**config.mk**
```make
export PLATFORM = sky130hd
export DESIGN_NAME = gpio_wb_arbiter
export DESIGN_NICKNAME = d
export VERILOG_FILES = /design/src/rtl/gpio_wb_arbiter.sv
export SDC_FILE = /design/constraint.sdc
export NUM_CORES = 1
export LEC_CHECK = 0
export BUFFER_PORTS_ARGS = -buffer_cell sky130_fd_sc_hd__buf_2
export CORE_MARGIN = 2
export CORE_UTILIZATION = 45
export CTS_CLUSTER_DIAMETER = 40
export CTS_CLUSTER_SIZE = 30
export DETAILED_ROUTE_END_ITERATION = 12
export GPL_ROUTABILITY_DRIVEN = 0
export MAX_ROUTING_LAYER = met4
export PLACE_DENSITY = 0.84
export SETUP_SLACK_MARGIN = 0.1
export SYNTH_ARGS = -nofsm -noshare
export SYNTH_HDL_FRONTEND = slang
export SYNTH_HIERARCHICAL = 1
export SYNTH_SLANG_ARGS = --single-unit
```
**constraint.sdc**
```tcl
create_clock -name wb_clk_i -period 2.1 [get_ports wb_clk_i]
set_input_delay 0.105 -clock wb_clk_i [delete_from_list [all_inputs] [get_ports wb_clk_i]]
set_output_delay 0.105 -clock wb_clk_i [all_outputs]
set_load 0.02 [all_outputs]
```
**src/rtl/gpio_wb_arbiter.sv**
```systemverilog
// Round-robin arbiter that shares the GPIO Wishbone slave among NREQ requesters.
// Optional watchdog: define GPIO_ARB_TIMEOUT_EN to end a stalled cycle with err_o after TIMEOUT_CYCLES.

module gpio_wb_arbiter_lane #(
   parameter int NREQ = 2,
   parameter int LW   = 1,
   parameter int IDX  = 0
) (
   input  logic [LW-1:0] last_i,
   output logic [LW-1:0] dist_o
);
   // Priority distance counted from the slot after last_i; smallest distance wins.
   always_comb dist_o = LW'((IDX + NREQ - 1 - int'(last_i)) % NREQ);
endmodule

module gpio_wb_arbiter #(
   parameter int NREQ           = 2,
   parameter int AW             = 4,
   parameter int DW             = 8,
   parameter int SW             = 4,
   parameter int TIMEOUT_CYCLES = 16
) (
   input  logic                 wb_clk_i,
   input  logic                 wb_rst_i,
   input  logic [NREQ-1:0]      req_i,
   input  logic [NREQ-1:0]      req_we_i,
   input  logic [NREQ*AW-1:0]   req_adr_i,
   input  logic [NREQ*DW-1:0]   req_dat_i,
   input  logic [NREQ*SW-1:0]   req_sel_i,
   output logic [NREQ-1:0]      gnt_o,
   output logic [NREQ-1:0]      done_o,
   output logic                 err_o,
   output logic [DW-1:0]        rdat_o,
   output logic                 busy_o,
   output logic                 wb_cyc_o,
   output logic                 wb_stb_o,
   output logic                 wb_we_o,
   output logic [AW-1:0]        wb_adr_o,
   output logic [DW-1:0]        wb_dat_o,
   output logic [SW-1:0]        wb_sel_o,
   input  logic [DW-1:0]        wb_dat_i,
   input  logic                 wb_ack_i,
   input  logic                 wb_err_i
);
   localparam int LW = (NREQ > 1) ? $clog2(NREQ) : 1;

   typedef struct packed {
      logic          we;
      logic [AW-1:0] adr;
      logic [DW-1:0] dat;
      logic [SW-1:0] sel;
   } wb_req_t;

   typedef enum logic {IDLE = 1'b0, BUS = 1'b1} state_t;

   if (NREQ < 2 || NREQ > 4 || TIMEOUT_CYCLES < 1) begin : g_param_chk
      $error("gpio_wb_arbiter: NREQ must be 2..4 and TIMEOUT_CYCLES >= 1");
   end

   state_t                  state_q, state_d;
   logic [LW-1:0]           last_q, last_d;
   logic [NREQ-1:0]         gnt_q, gnt_d;
   logic [NREQ-1:0]         done_q, done_d;
   logic                    err_q, err_d;
   logic [DW-1:0]           rdat_q, rdat_d;
   logic                    cyc_q, cyc_d;
   wb_req_t                 req_q, req_d;
   logic                    tmo;

   wb_req_t [NREQ-1:0]       lane_req;
   logic [NREQ-1:0][LW-1:0]  lane_dist;

   for (genvar g = 0; g < NREQ; g++) begin : g_lane
      assign lane_req[g] = {req_we_i[g], req_adr_i[g*AW +: AW],
                            req_dat_i[g*DW +: DW], req_sel_i[g*SW +: SW]};
      gpio_wb_arbiter_lane #(.NREQ(NREQ), .LW(LW), .IDX(g)) u_lane (
         .last_i (last_q),
         .dist_o (lane_dist[g])
      );
   end

   logic                win_vld;
   logic [LW-1:0]       win_idx;
   logic [LW-1:0]       win_dist;
   logic [NREQ-1:0]     win_oh;
   wb_req_t             win_req;

   always_comb begin
      win_vld  = 1'b0;
      win_idx  = '0;
      win_dist = '0;
      win_oh   = '0;
      win_req  = '0;
      for (int i = 0; i < NREQ; i++) begin
         if (req_i[i] && (!win_vld || lane_dist[i] < win_dist)) begin
            win_vld   = 1'b1;
            win_idx   = LW'(i);
            win_dist  = lane_dist[i];
            win_oh    = '0;
            win_oh[i] = 1'b1;
            win_req   = lane_req[i];
         end
      end
   end

`ifdef GPIO_ARB_TIMEOUT_EN
   localparam int CW = $clog2(TIMEOUT_CYCLES + 1);
   logic [CW-1:0] cnt_q, cnt_d;
   // cnt_q holds (stb cycle - 1), so the limit hits on the last allowed stb cycle.
   assign tmo = (cnt_q == CW'(TIMEOUT_CYCLES - 1));
`else
   assign tmo = 1'b0;
`endif

   always_comb begin
      state_d = state_q;
      last_d  = last_q;
      gnt_d   = gnt_q;
      cyc_d   = cyc_q;
      req_d   = req_q;
      done_d  = '0;
      err_d   = 1'b0;
      rdat_d  = rdat_q;
`ifdef GPIO_ARB_TIMEOUT_EN
      cnt_d   = cnt_q;
`endif
      case (state_q)
         IDLE: begin
            if (win_vld) begin
               req_d   = win_req;
               gnt_d   = win_oh;
               cyc_d   = 1'b1;
               last_d  = win_idx;
               state_d = BUS;
`ifdef GPIO_ARB_TIMEOUT_EN
               cnt_d   = '0;
`endif
            end
         end
         BUS: begin
            if (wb_ack_i || wb_err_i || tmo) begin
               state_d = IDLE;
               cyc_d   = 1'b0;
               gnt_d   = '0;
               done_d  = gnt_q;
               // Without ack this is either a bus error or the watchdog firing.
               err_d   = wb_err_i || !wb_ack_i;
               if (wb_ack_i && !wb_err_i && !req_q.we) rdat_d = wb_dat_i;
            end
`ifdef GPIO_ARB_TIMEOUT_EN
            else begin
               cnt_d = cnt_q + 1'b1;
            end
`endif
         end
         default: state_d = IDLE;
      endcase
   end

   always_ff @(posedge wb_clk_i or negedge wb_rst_i) begin
      if (!wb_rst_i) begin
         state_q <= IDLE;
         last_q  <= LW'(NREQ - 1);
         gnt_q   <= '0;
         done_q  <= '0;
         err_q   <= 1'b0;
         rdat_q  <= '0;
         cyc_q   <= 1'b0;
         req_q   <= '0;
`ifdef GPIO_ARB_TIMEOUT_EN
         cnt_q   <= '0;
`endif
      end else begin
         state_q <= state_d;
         last_q  <= last_d;
         gnt_q   <= gnt_d;
         done_q  <= done_d;
         err_q   <= err_d;
         rdat_q  <= rdat_d;
         cyc_q   <= cyc_d;
         req_q   <= req_d;
`ifdef GPIO_ARB_TIMEOUT_EN
         cnt_q   <= cnt_d;
`endif
      end
   end

   assign gnt_o    = gnt_q;
   assign done_o   = done_q;
   assign err_o    = err_q;
   assign rdat_o   = rdat_q;
   assign busy_o   = cyc_q;
   assign wb_cyc_o = cyc_q;
   assign wb_stb_o = cyc_q;
   assign wb_we_o  = req_q.we;
   assign wb_adr_o = req_q.adr;
   assign wb_dat_o = req_q.dat;
   assign wb_sel_o = req_q.sel;
endmodule

```
After elaboration in Yosys (flattened, before gate mapping). Cells that the tools add are included.

$add $sub $neg: 2. Order comparisons: 1. Equality and inequality tests: 2. Muxes and demuxes: 21. Bitwise logic cells: 1. Reductions and logical operators: 13.

Operator list (number): $mux 17 (2); $mux 1 (11); $mux 2 (5); $logic_not 1->1 (4); $pmux 1 s2 (2); $pmux 2 s2 (1); $reduce_and 2->1 (2); $logic_and 1x1->1 (3); $logic_or 1x1->1 (3); $reduce_and 3->1 (1); $ne 2x1->1 const B (1); $ne 2x2->1 const B (1); $sub 1x1->1 const A (2); $lt 1x1->1 (1); $not 1->1 (1).

Bits in registers: 33.

Depth between registers and ports, before layout.
Depth in word-level cells: 8. Mapped depth: 5. Mapped depth without buffers: 4.

Modules after synthesis. The synthesis kept the hierarchy.

Modules (own cells, without submodules): gpio_wb_arbiter (times used 1, cells each 105, area each 1402.6 sq um, sequential area each 827.0 sq um); gpio_wb_arbiter_lane at g_lane[1].u_lane (times used 1, cells each 1, area each 7.5 sq um, sequential area each 0.0 sq um); gpio_wb_arbiter_lane at g_lane[0].u_lane (times used 1, cells each 1, area each 3.8 sq um, sequential area each 0.0 sq um).

Worst setup path before layout. OpenSTA, ideal clock, no wires.

Path type: flip-flop to flip-flop. Start: reg last_q. End: reg req_q (netlist bit wb_dat_o[4]). Arrival time: 1.392 ns. Path slack: 0.641 ns. Cell stages (with the launch flop): 6. Buffers on the path: 2. Period minus slack after synthesis: 1.459 ns. Cell sequence: dfstp_2 buf_4 and3b_4 nor3b_4 buf_6 a221o_1.

RTL lines: start: declaration (line 61) `logic [LW-1:0] last_q, last_d;`; start signal: assignment (line 163) `last_q <= LW'(NREQ - 1);`; start signal: assignment (line 175) `last_q <= last_d;`; end signal: assignment (line 181) `req_q <= req_d;`; end: declaration (line 67) `wb_req_t req_q, req_d;`.

==> impl_metrics.yaml <==
run_status:
  status: "finished, final reports clean"
setup_path:
  cp_max_fo: 17
  setup.worst_path.start_class: "flip-flop"
  criticalPathCategory: "reg2reg"
  cp.arrival_ps: 1990
  endpoint_kind: "flip-flop"
  cp.required_ps: 2380
  r2r-start: "last_q"
  cp-startpoint: "last_q"
power:
  p_per_area_nw_per_um2: 1090
  ir_worst_vdd_uv: 618
  totalPowerFinal_mw: 2.46
  leakage_nw: 1.13
timing:
  slew_violations: 0
  finalHoldViolCount: 0
  setup_violations: 0
  maxSlewHeadroom: 0.452
  period_minus_slack_ps: 1720
  rsz0062_at_grt: "false"
  finalCritPeriodShare: 0.818
  fin_skew_ps: 12.0
  tightest_slew_ps: 822
  fin_setup_tns_ps: 0
  timing.hold.ws_ps: 13.5
  max_clock_freq_mhz: 582
clock_tree:
  cts_inserted_buffers: 5
  cts_tree: "built"
  numClockSinks: 33
  clockBufferDepth: 2
  clkTransAtPathRegs_ps: 100
  clkLatencyLatePin_ps: 340
  h-tree-depth: 2
  root_buffer: "clkbuf_4"
  postCtsSetupRepairBufs: 0
  post_cts_resized: 0
  hold_buffers: 30
placement:
  io_buffer_count: 80
run:
  drv_cap: 0
global_route:
  grt_pass1_vias: 1277
  grt.total_usage: 0.232
  grt_max_degree: 34
  grt_overflow: 0
  antenna_found_initial: 0
  grt_first_pass_wirelength_mm: 5.80
logic_synthesis:
  synthesis.nets: 155
  syn_inst: 107
  ys_ff_latch: 33
  synth.distinct_cells: 24
  synth_area_per_cell_um2: 13.2
  syn_area_um2: 1410
  yosysSeqAreaShare: 0.585
  ys_warn_count: 6
cells_and_area:
  layout-drive-gt1-share: 0.458
  finalNetCount: 272
  antenna_cells: 0
  area_growth_pct: 59.6
  fillers: 211
min_path:
  hold_path.class: "in2reg"
  hp-start: "req_adr_i[0]"
die:
  dieWidth_um: 60.1
  fp-row-count: 20
  dieHeight_um: 60.1
  initial_core_util: 0.467
  core-area_um2: 3030
  die_area_um2: 3610
  ios: 81
drt:
  drc_errors: 0
  vias: 1331
  first_iter_violations: 38
  ant_nets: 0
  wire_per_inst_um: 14.3
  drt_pass1_iterations: 4
  drt-total-wl_mm: 3.86
  vias_per_cell: 4.95
==> Yosys cell counts <==
library cell	count	share of area
and2_0	5	0.022
a221o_1	16	0.11
o21ai_0	1	0.0035
nand2b_1	3	0.013
buf_4	3	0.016
nor2_1	3	0.0080
inv_1	3	0.0080
nor3b_4	1	0.013
buf_6	2	0.016
a31o_1	1	0.0062
nor4bb_1	1	0.0071
o21bai_2	1	0.0080
dfrtp_1	32	0.57
and2_1	12	0.053
and3b_4	1	0.0088
buf_2	3	0.011
mux2_2	8	0.064
a21oi_2	1	0.0062
a21oi_1	1	0.0035
a21o_1	1	0.0053
a31o_2	1	0.0062
dfstp_2	1	0.019
nand2_1	4	0.011
o31a_1	2	0.012
==> cells in the final DEF (no fill, tap or decap), drive strengths merged <==
| master | synthesis | final |
|---|---|---|
| a21o | 1 | 1 |
| a21oi | 2 | 2 |
| a221o | 16 | 16 |
| a31o | 2 | 2 |
| and2 | 17 | 17 |
| and3b | 1 | 1 |
| buf | 8 | 81 |
| clkbuf | 0 | 7 |
| clkinv | 0 | 1 |
| dfrtp | 32 | 32 |
| dfstp | 1 | 1 |
| dlygate4sd3 | 0 | 37 |
| inv | 3 | 3 |
| mux2 | 8 | 8 |
| nand2 | 4 | 4 |
| nand2b | 3 | 3 |
| nor2 | 3 | 3 |
| nor3b | 1 | 1 |
| nor4bb | 1 | 1 |
| o21ai | 1 | 1 |
| o21bai | 1 | 1 |
| o31a | 2 | 2 |
==> cells by family after synthesis <==
kind of cell / synth area share
buffers and inverters: 0.0504
AOI/OAI and AO/OA: 0.165
and+or+nand+nor: 0.136
muxes: 0.0637
DFF: 0.585
==> metal layers <==
metal / up-vias / routed length, um / global-route usage
met4: 0 / 50 / 0.0762
met2: 70 / 2010 / 0.415
met3: 7 / 270 / 0.0801
met1: 630 / 1530 / 0.235
met5: - / 0 / -
li1: 624 / - / -
==> registers in the layout (all words and copies together) (netlist names) <==
register  count
gnt_o         2
done_o        2
wb_sel_o      4
busy_o        1
err_o         1
rdat_o        8
last_q        1
wb_we_o       1
wb_adr_o      4
state_q       1
wb_dat_o      8
==> report_power, final <==
part / internal, mW / leakage (nW) / switching (mW)
Sequential: 0.866 / 0.403 / 0.135
Clock: 0.194 / 0.0413 / 0.218
Combinational: 0.465 / 0.687 / 0.584
Total: 1.53 / 1.13 / 0.936
==> through the flow <==
step | area (um^2) | std cells | utilization | worst slack (ps)
after floorplan | 1410 | 107 | - | 641
after global placement | 1820 | 224 | 0.600 | 469
after detailed placement | 1820 | 224 | 0.600 | 393
after CTS | 2190 | 262 | 0.722 | 380
after global routing | 2260 | 269 | 0.745 | 287
final | 2260 | 269 | 0.745 | 382
==> area by class of cell <==
class / count / area (um^2) / share of cell area
clock buffer: 7 / 65.1 / 0.0288
timing repair buffer: 118 / 778 / 0.345
clock inverter: 1 / 5.00 / 0.00222
sequential: 33 / 827 / 0.366
tap: 44 / 55.1 / 0.0244
multi-input combinational: 63 / 515 / 0.228
inverter: 3 / 11.3 / 0.00499
==> path summary, 6_finish.rpt <==
| kind | slack, ps | endpoint | cells past startpoint |
|---|---|---|---|
| worst max-delay path | 380 | wb_adr_o[0] | 4 |
| worst min-delay path | 10 | wb_adr_o[0] | 2 |
| worst max register to register | 380 | wb_adr_o[0] | 4 |
| worst min register to register | 510 | done_o[0] | 2 |
| max in group asynchronous | 1300 | wb_sel_o[3] | 2 |
| min in group asynchronous | 340 | rdat_o[5] | 2 |
==> critical path, cell delays in order (launching register included) <==
cell     delay, ps
dfstp_2        560
inv_1           50
and3b_4        190
nor3b_4        590
a221o_1        270
No activity file was read; power rests on OpenSTA's default activity.
